`src/rtl/serializador_if.sv`:
```
// Serializer handshake/bus interface: parallel payload and load request
// toward the serializer, serial line and frame status back from it.
interface serializador_if #(
  parameter int DATA_W = 32
);
  logic [DATA_W-1:0] data;
  logic              carga;
  logic              sal;
  logic              ocupado;
  logic              listo;

  // Producer side: supplies payload and load request, watches the line
  modport master (
    output data,
    output carga,
    input  sal,
    input  ocupado,
    input  listo
  );

  // Serializer side
  modport slave (
    input  data,
    input  carga,
    output sal,
    output ocupado,
    output listo
  );
endinterface

```
`src/rtl/serializador.sv`:
```
// Parallel-to-serial frame transmitter.
// Frame: start bit (0), DATA_W payload bits in MSB_FIRST order, optional
// even-parity bit, stop bit (1). Each bit holds for DIV clk cycles.
// Optional feature: define SERIALIZADOR_PARIDAD_EN to insert the parity bit
// (XOR of all payload bits) between the payload and the stop bit.
module serializador #(
  parameter int DATA_W    = 32,
  parameter int DIV       = 16,
  parameter bit MSB_FIRST = 1'b0
) (
  input  logic         clk,
  input  logic         reset,
  serializador_if.slave bus
);

  localparam int CNT_W = (DIV > 1) ? $clog2(DIV) : 1;
  localparam int BIT_W = $clog2(DATA_W + 1);

  localparam logic [CNT_W-1:0] DIV_LAST = CNT_W'(DIV - 1);
  localparam logic [BIT_W-1:0] BIT_LAST = BIT_W'(DATA_W - 1);

  localparam logic [2:0] REPOSO  = 3'd0;
  localparam logic [2:0] INICIO  = 3'd1;
  localparam logic [2:0] DATOS   = 3'd2;
`ifdef SERIALIZADOR_PARIDAD_EN
  localparam logic [2:0] PARIDAD = 3'd3;
`endif
  localparam logic [2:0] PARADA  = 3'd4;

  logic [2:0]        state;
  logic [CNT_W-1:0]  div_cnt;
  logic [BIT_W-1:0]  bit_cnt;
  logic [DATA_W-1:0] shreg;
  logic              sal_r;
  logic              ocupado_r;
  logic              listo_r;

  logic              accept;
  logic              div_end;
  logic              last_bit;
  logic              shift_en;
  logic              next_bit;

`ifdef SERIALIZADOR_PARIDAD_EN
  logic              parity;
`endif

  // Advance the payload one position toward the output end
  function automatic logic [DATA_W-1:0] shift_next(input logic [DATA_W-1:0] v);
    if (MSB_FIRST)
      shift_next = v << 1;
    else
      shift_next = v >> 1;
  endfunction

  // Load only when no frame is in progress; carga during a frame is dropped
  assign accept   = bus.carga & ~ocupado_r;
  assign div_end  = (div_cnt == DIV_LAST);
  assign last_bit = (bit_cnt == BIT_LAST);
  // Shift after the start bit and after every payload bit except the last
  assign shift_en = div_end & ((state == INICIO) | ((state == DATOS) & ~last_bit));
  assign next_bit = MSB_FIRST ? shreg[DATA_W-1] : shreg[0];

  // Frame sequencing, bit timing and registered line/status outputs
  always_ff @(posedge clk or posedge reset) begin
    if (reset) begin
      state     <= REPOSO;
      div_cnt   <= '0;
      bit_cnt   <= '0;
      sal_r     <= 1'b1;
      ocupado_r <= 1'b0;
      listo_r   <= 1'b0;
    end else begin
      listo_r <= 1'b0;
      if (state != REPOSO)
        div_cnt <= div_end ? '0 : div_cnt + CNT_W'(1);
      case (state)
        REPOSO: begin
          if (accept) begin
            state     <= INICIO;
            sal_r     <= 1'b0;
            ocupado_r <= 1'b1;
            div_cnt   <= '0;
          end
        end
        INICIO: begin
          if (div_end) begin
            state   <= DATOS;
            bit_cnt <= '0;
            sal_r   <= next_bit;
          end
        end
        DATOS: begin
          if (div_end) begin
            if (last_bit) begin
`ifdef SERIALIZADOR_PARIDAD_EN
              state <= PARIDAD;
              sal_r <= parity;
`else
              state <= PARADA;
              sal_r <= 1'b1;
`endif
            end else begin
              bit_cnt <= bit_cnt + BIT_W'(1);
              sal_r   <= next_bit;
            end
          end
        end
`ifdef SERIALIZADOR_PARIDAD_EN
        PARIDAD: begin
          if (div_end) begin
            state <= PARADA;
            sal_r <= 1'b1;
          end
        end
`endif
        PARADA: begin
          if (div_end) begin
            state     <= REPOSO;
            ocupado_r <= 1'b0;
            listo_r   <= 1'b1;
          end
        end
        default: begin
          state     <= REPOSO;
          sal_r     <= 1'b1;
          ocupado_r <= 1'b0;
        end
      endcase
    end
  end

  // Payload holding register: captured at acceptance, shifted per bit
  always_ff @(posedge clk) begin
    if (accept)
      shreg <= bus.data;
    else if (shift_en)
      shreg <= shift_next(shreg);
  end

`ifdef SERIALIZADOR_PARIDAD_EN
  // Even parity of the payload, frozen with the payload at acceptance
  always_ff @(posedge clk) begin
    if (accept)
      parity <= ^bus.data;
  end
`endif

  assign bus.sal     = sal_r;
  assign bus.ocupado = ocupado_r;
  assign bus.listo   = listo_r;

endmodule

```
`src/flat_wrapper.sv`:
```
// flat-port wrapper written by rule: the top's interface ports become plain ports
module serializador_flat 
#(
  parameter int DATA_W    = 32,
  parameter int DIV       = 16,
  parameter bit MSB_FIRST = 1'b0
)
  (clk, reset, bus_data, bus_carga, bus_sal, bus_ocupado, bus_listo);
  serializador_if #(.DATA_W(DATA_W)) bus_i ();
  input  logic clk;
  input  logic reset;
  input wire logic [$bits(bus_i.data)-1:0] bus_data;
  input wire logic [$bits(bus_i.carga)-1:0] bus_carga;
  output wire logic [$bits(bus_i.sal)-1:0] bus_sal;
  output wire logic [$bits(bus_i.ocupado)-1:0] bus_ocupado;
  output wire logic [$bits(bus_i.listo)-1:0] bus_listo;
  assign bus_i.data = bus_data;
  assign bus_i.carga = bus_carga;
  assign bus_sal = bus_i.sal;
  assign bus_ocupado = bus_i.ocupado;
  assign bus_listo = bus_i.listo;
  serializador #(.DATA_W(DATA_W), .DIV(DIV), .MSB_FIRST(MSB_FIRST)) u_core (.clk(clk), .reset(reset), .bus(bus_i));
endmodule
```
`config.mk`:
```
export PLATFORM = sky130hd
export DESIGN_NAME = serializador_flat
export DESIGN_NICKNAME = d
export VERILOG_FILES = /design/src/rtl/serializador_if.sv /design/src/rtl/serializador.sv /design/src/flat_wrapper.sv
export SDC_FILE = /design/constraint.sdc
export NUM_CORES = 1
export LEC_CHECK = 0
export BUFFER_PORTS_ARGS = -buffer_cell sky130_fd_sc_hd__buf_2
export CORE_UTILIZATION = 45
export CTS_CLUSTER_SIZE = 12
export DETAILED_ROUTE_END_ITERATION = 7
export GPL_TIMING_DRIVEN = 0
export HOLD_SLACK_MARGIN = 0.06
export MAX_ROUTING_LAYER = met4
export PLACE_DENSITY_LB_ADDON = 0.15
export SLEW_MARGIN = 20
export SYNTH_ARGS = -nofsm -noshare
export SYNTH_HDL_FRONTEND = slang
export SYNTH_SLANG_ARGS = --single-unit
```
`constraint.sdc`:
```
create_clock -name clk -period 2.6 [get_ports clk]
set_input_delay 0.26 -clock clk [delete_from_list [all_inputs] [get_ports clk]]
set_output_delay 0.26 -clock clk [all_outputs]
set_load 0.02 [all_outputs]
```
==> impl_metrics.json, run 1 <==
{
  "status": "finished clean",
  "total_switching_power_mw": 0.3351,
  "total_leakage_power_nw": 1.163,
  "netlist_area_um2": 2258,
  "die_width_um": 72.84,
  "cp.buffers_inverters": 1,
  "syn-mean-instance-area_um2": 9.610,
  "dp_worst_setup_slack_ns": 0.2125,
  "crit_fanout": 32,
  "clk_lat_worst_skew_ns": 0.30,
  "cp_cell_sequence": "ha_1, and3_1, buf_2, o311ai_1, and2_1, nand2_2",
  "placement_cell_area_um2": 2530,
  "rsz_0062_raised_after_global_routing": "false",
  "synth_enable_flop_cells": 32,
  "initial_utilization": 0.4719,
  "final_critical_path_setup_slack_ns": 0.2274,
  "cp-end-kind": "register",
  "post-dp-hpwl_um": 2876,
  "detail_route.wl_per_cell_um": 11.90,
  "ff2ff_path_depth": 6,
  "drt_wl_total_um": 4140,
  "final-instance-count-excl-fill": 348,
  "synth.yosys.seq_area_share": 0.6033,
  "diodes": 0,
  "crit_path_max_incr_delay_ns": 0.56,
  "flow.area_growth_from_synthesis_pct": 17.40,
  "least_margin_pin_slew_ns": 0.7338,
  "critical-path-slowest-cell": "sky130_fd_sc_hd__nand2_2",
  "gp_congestion": 0.8154,
  "drt_iter0_drc": 217,
  "asyncSetResetFlopFracSynth": 0.3333,
  "placed_cells": 339,
  "cts.sinks": 48,
  "path_class": "register to register",
  "main_combinational_cell_family_by_area_after_synthesis": "simple AND/OR/NAND/NOR gates",
  "clk_path_buf_depth": 2,
  "setup-tns-final_ns": 0,
  "floorplan.die_area_um2": 5306,
  "synth_largest_type_area_fraction": 0.4255,
  "synthesis.instances": 235,
  "fmax_achieved_mhz": 421.5,
  "floorplan.rows": 25,
  "antenna_found_initial": 0,
  "postSynthNetCount": 272,
  "clockRootBuffer": "sky130_fd_sc_hd__clkbuf_8",
  "p_clk_frac": 0.359,
  "final-hold-violation-count": 0,
  "timing.hold.worst_path_depth": 3,
  "vdd_ir_drop_max_v": 0.0003166,
  "ant_nets": 0,
  "maxCapViolCount": 0,
  "core_area_um2": 4786,
  "drc_violations_left": 0,
  "hold_ws_ns": 0.2109,
  "max_slew_margin": 0.5091,
  "post_synth_fa_ha_maj_area_fraction": 0.01108,
  "synth_simple_gate_area_frac": 0.2593,
  "path_delay_family": "simple AND/OR/NAND/NOR gates",
  "die-height_um": 72.84,
  "power.switching_fraction": 0.2225,
  "via_count": 1726,
  "report.final.slew_viol_count": 0,
  "global_route.usage.total": 0.1830,
  "synth.top_cells.by_area": "sky130_fd_sc_hd__edfxtp_1 (43%), sky130_fd_sc_hd__dfrtp_1 (17%), sky130_fd_sc_hd__nand2_1 (17%), sky130_fd_sc_hd__o21ai_0 (2.0%), sky130_fd_sc_hd__nand3_1 (1.8%)",
  "first_pass_grt_wire_length_um": 7182,
  "power.share.combinational": 0.065,
  "grt_overflow": 0,
  "arrival_time_worst_endpoint_ns": 2.31,
  "fin_skew_ns": 0.005370,
  "final_nets": 317,
  "cts.clk_slew.worst_paths_ns": 0.09,
  "vias_in_the_first_global_route": 1617,
  "pin_count": 38,
  "hold_class": "input port to register",
  "design_area_um2": 2651,
  "total_setup_violations_reported_at_the_end_of_the_flow": 0,
  "dominant_cell_type_by_area_after_synthesis": "sky130_fd_sc_hd__edfxtp_1",
  "portBuffers": 37,
  "number_of_buffers_inserted_during_clock_tree_synthesis": 5,
  "p_int_mw": 1.171,
  "yosys_warnings": 0,
  "route.detailed.vias_per_inst": 4.960,
  "seq_power_share": 0.576,
  "fin_crit_sh": 0.9125,
  "post-route-util": 0.5540,
  "synthMuxAreaShare": 0,
  "firstDrtPassIters": 4,
  "complex_gate_fraction_of_the_synthesized_area": 0.09695,
  "required_ns": 2.54,
  "synthXorXnorAreaFrac": 0,
  "grt_max_degree": 33,
  "synthFlopType": "sky130_fd_sc_hd__edfxtp_1",
  "power_density_nw_per_um2": 568.0,
  "tritoncts": "done",
  "ys_ff_latch": 48,
  "total_power_mw": 1.506,
  "final_layout_size_suffix_gt1_frac": 0.1815,
  "yosysUniqueCellTypes": 34,
  "startpoint_type": "register",
  "path_depth": 6,
  "fin_crit_ns": 2.373,
  "htreeDepth": 2
}
## placed cells by master, fill, tap and decap left out, drive strengths merged, types with 2 or more instances in the layout
cell type	netlist	layout
nor2b	4	4
edfxtp	32	32
nor3	5	5
o21ai	9	9
ha	2	2
o31ai	4	4
and2	2	2
and3	2	2
or3	2	2
inv	5	5
nand2	100	100
a21oi	5	5
a21o	2	2
a22o	3	3
nor3b	2	2
buf	2	39
clkbuf	10	15
a211oi	2	2
nand3	9	9
nor2	7	7
dfrtp	15	15
## flip-flops by register name, summed over array words and instances (netlist names)
signal              cells
u_core.bit_cnt          6
u_core.bus.listo        1
u_core.bus.ocupado      1
u_core.bus.sal          1
u_core.div_cnt          4
u_core.shreg           32
u_core.state            3
## worst min-delay path, stage by stage
cell	delay, ns
sky130_fd_sc_hd__buf_2	0.07
sky130_fd_sc_hd__nand2_1	0.04
sky130_fd_sc_hd__nand2_1	0.04
## worst paths after layout
check | from | end | slack [ns]
hold reg to reg | u_core.div_cnt[3] | u_core.div_cnt[3] | 0.52
hold / removal | bus_data[14] | u_core.shreg[14] | 0.21
setup / recovery | u_core.div_cnt[0] | u_core.shreg[12] | 0.23
min in group asynchronous | reset | u_core.bit_cnt[2] | 0.56
setup reg to reg | u_core.div_cnt[0] | u_core.shreg[12] | 0.23
max in group asynchronous | reset | u_core.div_cnt[0] | 1.65
## kinds of logic after synthesis
kind of cell / after synthesis
compound gates: 32
fa+ha+maj: 2
simple gates: 136
buf+inv: 17
flops: 48
## final cells by class
class,count,area [um^2]
well taps,67,83.83
flip-flops and latches,48,1363
plain buffers,12,47.55
fillers,441,2135
multi-input cells,170,832.0
inverters,5,18.77
clock buffers,5,68.82
repair buffers,38,195.2
clock inverters,3,42.54
## routing by layer
metal	part of all wire	vias to the layer above	GRT usage
met5	0	-	-
met4	0.016	0	0.07190
met3	0.039	9	0.03315
met2	0.44	38	0.2752
met1	0.50	786	0.2468
li1	-	893	-
## synthesized netlist by cell type, types with 2 or more instances
cell type and n:
sky130_fd_sc_hd__nand2_1 100, sky130_fd_sc_hd__edfxtp_1 32, sky130_fd_sc_hd__dfrtp_1 15, sky130_fd_sc_hd__clkbuf_1 10
sky130_fd_sc_hd__o21ai_0 9, sky130_fd_sc_hd__nand3_1 8, sky130_fd_sc_hd__nor2_1 7, sky130_fd_sc_hd__a21oi_1 5
sky130_fd_sc_hd__inv_1 5, sky130_fd_sc_hd__nor3_1 5, sky130_fd_sc_hd__nor2b_1 4, sky130_fd_sc_hd__o31ai_1 4
sky130_fd_sc_hd__a22o_1 3, sky130_fd_sc_hd__a211oi_1 2, sky130_fd_sc_hd__a21o_1 2, sky130_fd_sc_hd__and2_1 2
sky130_fd_sc_hd__and3_1 2, sky130_fd_sc_hd__buf_2 2, sky130_fd_sc_hd__ha_1 2, sky130_fd_sc_hd__or3_1 2
## power by group through the flow
| stage | combinational (mW) | sequential (mW) | clock (mW) |
|---|---|---|---|
| floorplan | 0.0594 | 0.876 | 0 |
| global placement | 0.0951 | 0.881 | 0 |
| detailed placement | 0.0976 | 0.883 | 0 |
| CTS | 0.0987 | 0.867 | 0.547 |
| global route | 0.114 | 0.873 | 0.576 |
| finish | 0.0972 | 0.868 | 0.541 |
## what timing repair did
item | CTS | global route
resized for setup | 0 | 0
setup buffers | 0 | 0
setup endpoints to repair | 0 | 0
hold buffers | 1 | 0
hold endpoints to repair | 15 | 0
(Power assumes the default switching activity.)
==> inputs of run 2 (changes only) <==
--- a/config.mk
+++ b/config.mk
@@ -5,6 +5,7 @@
 export SDC_FILE = /design/constraint.sdc
 export NUM_CORES = 1
 export LEC_CHECK = 0
+export ABC_AREA = 1
 export BUFFER_PORTS_ARGS = -buffer_cell sky130_fd_sc_hd__buf_2
 export CORE_UTILIZATION = 45
 export CTS_CLUSTER_SIZE = 12
@@ -12,7 +13,7 @@
 export GPL_TIMING_DRIVEN = 0
 export HOLD_SLACK_MARGIN = 0.06
 export MAX_ROUTING_LAYER = met4
-export PLACE_DENSITY_LB_ADDON = 0.15
+export PLACE_DENSITY_LB_ADDON = 0.05
 export SLEW_MARGIN = 20
 export SYNTH_ARGS = -nofsm -noshare
 export SYNTH_HDL_FRONTEND = slang
==> impl_metrics.json, run 2 <==
{
  "vdd_ir_drop_max_v": 0.0004037,
  "hold_ws_ns": 0.2247,
  "yosys_warnings": 0,
  "mostFrequentLayoutCells": "sky130_fd_sc_hd__nand2_1 (129), sky130_fd_sc_hd__buf_2 (38), sky130_fd_sc_hd__edfxtp_1 (32), sky130_fd_sc_hd__inv_1 (16), sky130_fd_sc_hd__dfrtp_1 (15)",
  "least_margin_pin_slew_ns": 0.7345,
  "flow.area_growth_from_synthesis_pct": 16.84,
  "postSynthNetCount": 294,
  "syn-mean-instance-area_um2": 8.875,
  "arrival_time_worst_endpoint_ns": 2.13,
  "portBuffers": 37,
  "route.detailed.vias_per_inst": 4.497,
  "drt_iter0_drc": 105,
  "core_area_um2": 4786,
  "netlist_area_um2": 2281,
  "total_power_mw": 2.301,
  "mostFrequentLayoutCell": "sky130_fd_sc_hd__nand2_1",
  "synth_commonest_cells": "sky130_fd_sc_hd__nand2_1 (130), sky130_fd_sc_hd__edfxtp_1 (32), sky130_fd_sc_hd__inv_1 (16)",
  "synthesis.instances": 257,
  "asyncSetResetFlopFracSynth": 0.3333,
  "htreeDepth": 2,
  "via_count": 1664,
  "final_layout_size_suffix_gt1_frac": 0.2112,
  "cp-end-kind": "register",
  "synth_largest_type_area_fraction": 0.4213,
  "final_critical_path_setup_slack_ns": 0.4059,
  "clk_lat_worst_skew_ns": 0.30,
  "crit_fanout": 32,
  "required_ns": 2.53,
  "synth.yosys.seq_area_share": 0.5974,
  "synthFlopType": "sky130_fd_sc_hd__edfxtp_1",
  "report.final.slew_viol_count": 0,
  "antenna_found_initial": 0,
  "final_nets": 339,
  "total_leakage_power_nw": 1.236,
  "maxCapViolCount": 0,
  "grt_max_degree": 33,
  "ant_nets": 0,
  "firstDrtPassIters": 4,
  "register_ranked_first_by_flip_flop_count": "u_core.shreg",
  "dominant_cell_type_by_area_after_synthesis": "sky130_fd_sc_hd__edfxtp_1",
  "largest_registers": "u_core.shreg (32), u_core.bit_cnt (6), u_core.div_cnt (4)",
  "tritoncts": "done",
  "fin_crit_ns": 2.194,
  "met1_track_demand_over_resource_in_global_routing": 0.2116,
  "initial_utilization": 0.4766,
  "hold_class": "input port to register",
  "clk_path_buf_depth": 2,
  "status": "finished clean",
  "diodes": 0,
  "setup-tns-final_ns": 0,
  "ys_ff_latch": 48,
  "number_of_buffers_inserted_during_clock_tree_synthesis": 5,
  "fin_crit_sh": 0.8439,
  "total_of_fill_cells_in_the_finished_design": 458,
  "drt_wl_total_um": 3849,
  "post-dp-hpwl_um": 2687,
  "rsz_0062_raised_after_global_routing": "false",
  "detail_route.wl_per_cell_um": 10.40,
  "pin_count": 38,
  "globalRouteMet3Util": 0.04558,
  "gp_congestion": 0.7689,
  "yosysUniqueCellTypes": 25,
  "die_width_um": 73.20,
  "first_pass_grt_wire_length_um": 6624,
  "cts_hold_repair.buffers": 1,
  "synth.top_cells.by_area": "sky130_fd_sc_hd__edfxtp_1 (42%), sky130_fd_sc_hd__nand2_1 (21%), sky130_fd_sc_hd__dfrtp_1 (16%), sky130_fd_sc_hd__inv_1 (2.6%), sky130_fd_sc_hd__nand3_1 (2.4%)",
  "max_slew_margin": 0.5086,
  "postCtsResizedCells": 0,
  "global_route.usage.total": 0.1698,
  "grt_overflow": 0,
  "power_density_nw_per_um2": 863.5,
  "cts.clk_slew.worst_paths_ns": 0.09,
  "total_setup_violations_reported_at_the_end_of_the_flow": 0,
  "clockRootBuffer": "sky130_fd_sc_hd__clkbuf_8",
  "cts.sinks": 48,
  "floorplan.rows": 25,
  "startpoint_type": "register",
  "dp_worst_setup_slack_ns": 0.3703,
  "grt_util_met2": 0.2665,
  "path_class": "register to register",
  "synth.most_common_cell": "sky130_fd_sc_hd__nand2_1",
  "drc_violations_left": 0,
  "floorplan.die_area_um2": 5358,
  "fmax_achieved_mhz": 455.8,
  "synth_enable_flop_cells": 32,
  "global_route.peak_usage_layer": "met2",
  "die-height_um": 73.20,
  "post_cts.repair.setup_buffers": 0,
  "largest_register_ff_count": 32,
  "final-hold-violation-count": 0,
  "fin_skew_ns": 0.008133,
  "vias_in_the_first_global_route": 1501
}
[run 2: power breakdown]
| group | switching (mW) | internal [mW] | leakage, nW |
|---|---|---|---|
| combinational | 0.432 | 0.226 | 0.680 |
| clock | 0.250 | 0.247 | 0.0534 |
| sequential | 0.0867 | 1.06 | 0.502 |
[run 2: critical path, cell delays in order, from the launching register on]
cell and delay, ns:
sky130_fd_sc_hd__dfrtp_1 0.41, sky130_fd_sc_hd__nor2_2 0.32, sky130_fd_sc_hd__inv_1 0.19, sky130_fd_sc_hd__clkbuf_1 0.27, sky130_fd_sc_hd__nand2_2 0.62
[run 2: cell families after synthesis]
kind of cell    after synthesis  share of synthesized area
simple gates                168                     0.3072
buf+inv                      24                    0.04333
compound gates               14                    0.03730
xor+xnor                      1                   0.003841
fa+ha+maj                     2                    0.01097
flops                        48                     0.5974
[run 2: per-layer routing]
metal  wire length [um]  vias to the layer above
met2               1737                       26
met4                 55                        0
met3                110                        6
li1                   -                      907
met5                  0                        -
met1               1946                      725
[run 2: layout make-up]
class	instances	area [um^2]	area share
plain buffers	7	35.03	0.01315
clock buffers	7	97.59	0.03662
clock inverters	1	5.005	0.001878
inverters	17	63.81	0.02394
multi-input cells	185	822.0	0.3085
flip-flops and latches	48	1363	0.5113
well taps	67	83.83	0.03146
repair buffers	38	195.2	0.07324
[run 2: stage by stage]
stage               instance area, um^2  utilization  cells
CTS                                2665       0.5569    370
global route                       2665       0.5569    370
global placement                   2550       0.5328    361
floorplan                          2281            -    257
finish                             2665       0.5569    370
detailed placement                 2552       0.5333    361
[run 2: final timing paths]
path,end,slack [ns],start,cells past startpoint
worst max-delay path,u_core.shreg[19],0.41,u_core.bus.ocupado,4
worst min-delay path,u_core.shreg[7],0.22,bus_data[7],3
worst max register to register,u_core.shreg[19],0.41,u_core.bus.ocupado,4
worst min register to register,u_core.bus.sal,0.47,u_core.bus.sal,2
max in group asynchronous,u_core.bit_cnt[4],1.63,reset,3
min in group asynchronous,u_core.state[0],0.57,reset,3
==> inputs of run 3 (changes only) <==
==> constraint.sdc (replaced) <==
create_clock -name clk -period 2 [get_ports clk]
set_input_delay 0.2 -clock clk [delete_from_list [all_inputs] [get_ports clk]]
set_output_delay 0.2 -clock clk [all_outputs]
set_load 0.02 [all_outputs]
==> impl_metrics.json, run 3 (synthesis gave the netlist of run 2 again) <==
{
  "grt_max_degree": 33,
  "critical-path-slowest-cell": "sky130_fd_sc_hd__dfrtp_1",
  "max_slew_margin": 0.5754,
  "final_layout_size_suffix_gt1_frac": 0.2138,
  "cts.clk_slew.worst_paths_ns": 0.08,
  "firstDrtPassIters": 4,
  "fin_crit_sh": 0.8885,
  "reg2reg_setup_slack_ns": 0.22,
  "worstReg2RegStart": "u_core.bus.ocupado",
  "fmax_achieved_mhz": 562.7,
  "power_density_nw_per_um2": 1099,
  "drc_violations_left": 0,
  "antenna_found_initial": 0,
  "clk_path_buf_depth": 2,
  "final-hold-violation-count": 0,
  "cp-end-kind": "register",
  "startpoint_type": "register",
  "detail_route.wl_per_cell_um": 10.65,
  "post-dp-hpwl_um": 2737,
  "ff2ff_path_depth": 4,
  "first_pass_grt_wire_length_um": 6672,
  "floorplan.rows": 25,
  "number_of_buffers_inserted_during_clock_tree_synthesis": 5,
  "setup-tns-final_ns": 0,
  "die-height_um": 73.20,
  "vias_in_the_first_global_route": 1519,
  "required_ns": 2.00,
  "pin_count": 38,
  "maxCapViolCount": 0,
  "initial_utilization": 0.4766,
  "worstReg2RegEnd": "u_core.shreg[0]",
  "largest_registers": "u_core.shreg (32), u_core.bit_cnt (6), u_core.div_cnt (4)",
  "hold_class": "input port to register",
  "grt_overflow": 0,
  "status": "finished clean",
  "drt_iter0_drc": 116,
  "clockRootBuffer": "sky130_fd_sc_hd__clkbuf_8",
  "total_leakage_power_nw": 1.237,
  "via_count": 1715,
  "worst_hold_path.endpoint": "u_core.shreg[15]",
  "mostFrequentLayoutCells": "sky130_fd_sc_hd__nand2_1 (129), sky130_fd_sc_hd__buf_2 (38), sky130_fd_sc_hd__edfxtp_1 (32), sky130_fd_sc_hd__inv_1 (16), sky130_fd_sc_hd__dfrtp_1 (15)",
  "report.final.slew_viol_count": 0,
  "floorplan.die_area_um2": 5358,
  "fin_skew_ns": 0.003930,
  "die_width_um": 73.20,
  "htreeDepth": 2,
  "route.detailed.vias_per_inst": 4.623,
  "clk_lat_worst_skew_ns": 0.30,
  "cts.sinks": 48,
  "mostFrequentLayoutCell": "sky130_fd_sc_hd__nand2_1",
  "rsz_0062_raised_after_global_routing": "false",
  "crit_path_max_incr_delay_ns": 0.40,
  "flow.area_growth_from_synthesis_pct": 17.06,
  "final_nets": 340,
  "register_ranked_first_by_flip_flop_count": "u_core.shreg",
  "drt_wl_total_um": 3953,
  "post_cts.repair.setup_buffers": 0,
  "diodes": 0,
  "largest_register_ff_count": 32,
  "core_area_um2": 4786,
  "gp_congestion": 0.7687,
  "timing.hold.worst_path_depth": 3,
  "arrival_time_worst_endpoint_ns": 1.77,
  "vdd_ir_drop_max_v": 0.0005089,
  "total_setup_violations_reported_at_the_end_of_the_flow": 0,
  "path_class": "register to register",
  "least_margin_pin_slew_ns": 0.6362,
  "portBuffers": 37,
  "post-route-util": 0.5579,
  "cp_cell_sequence": "nor2_2, inv_1, clkbuf_2, nand2_4",
  "hold_ws_ns": 0.1625,
  "ant_nets": 0,
  "global_route.usage.total": 0.1715,
  "crit_fanout": 16,
  "fin_crit_ns": 1.777,
  "tritoncts": "done",
  "worst_hold_startpoint": "bus_data[15]"
}
## run 3: stage by stage
stage	cell area (um^2)	power, mW	setup slack [ns]	cells
after CTS	2658	2.953	0.09800	370
after detailed placement	2552	2.384	-0.2016	361
final	2670	2.934	0.2229	371
after global placement	2552	2.369	-0.2012	361
after global routing	2670	3.154	0.09172	371
after floorplan	2283	2.156	0.1130	257
## run 3: cell type report
cell class / instances / area, um^2
Buffer: 7 / 36.28
Clock buffer: 7 / 76.32
Clock inverter: 1 / 5.005
Fill cell: 473 / 2116
Inverter: 17 / 63.81
Multi-Input combinational cell: 186 / 847.1
Sequential cell: 48 / 1363
Tap cell: 67 / 83.83
Timing Repair Buffer: 38 / 195.2
## run 3: how the worst max path moves through the flow
stage / cells past startpoint / from / end / slack [ns]
2_1_floorplan: 7 / u_core.bit_cnt[0] / u_core.shreg[0] / 0.11
3_3_place_gp: 4 / u_core.bus.ocupado / u_core.shreg[10] / -0.20
3_5_place_dp: 4 / u_core.bus.ocupado / u_core.shreg[10] / -0.20
4_1_cts: 4 / u_core.bus.ocupado / u_core.shreg[10] / 0.1
5_1_grt: 4 / u_core.bus.ocupado / u_core.shreg[0] / 0.09
6_report: 4 / u_core.bus.ocupado / u_core.shreg[0] / 0.22
## run 3: timing repair
item	CTS	global route
setup endpoints to repair	32	32
hold endpoints to repair	15	0
gates cloned	0	1
pin swaps	0	1
hold buffers	1	0
resized for setup	2	2
## run 3: power by group
| part | switching [mW] | internal (mW) | total [mW] |
|---|---|---|---|
| clock | 0.316 | 0.246 | 0.562 |
| sequential | 0.114 | 1.37 | 1.49 |
| combinational | 0.581 | 0.304 | 0.884 |
## run 3: layer usage
| metal | up-vias | wire (um) | global-route usage |
|---|---|---|---|
| met1 | 750 | 1908 | 0.2126 |
| met3 | 6 | 166 | 0.04282 |
| met4 | 0 | 70 | 0.07625 |
| li1 | 913 | - | - |
| met5 | - | 0 | - |
| met2 | 46 | 1808 | 0.2654 |
## run 3: critical path, delay by kind of cell (launching register included)
kind	cells	cell delay (ns)
buffers and inverters	2	0.47
DFF	1	0.40
and+or+nand+nor	2	0.60
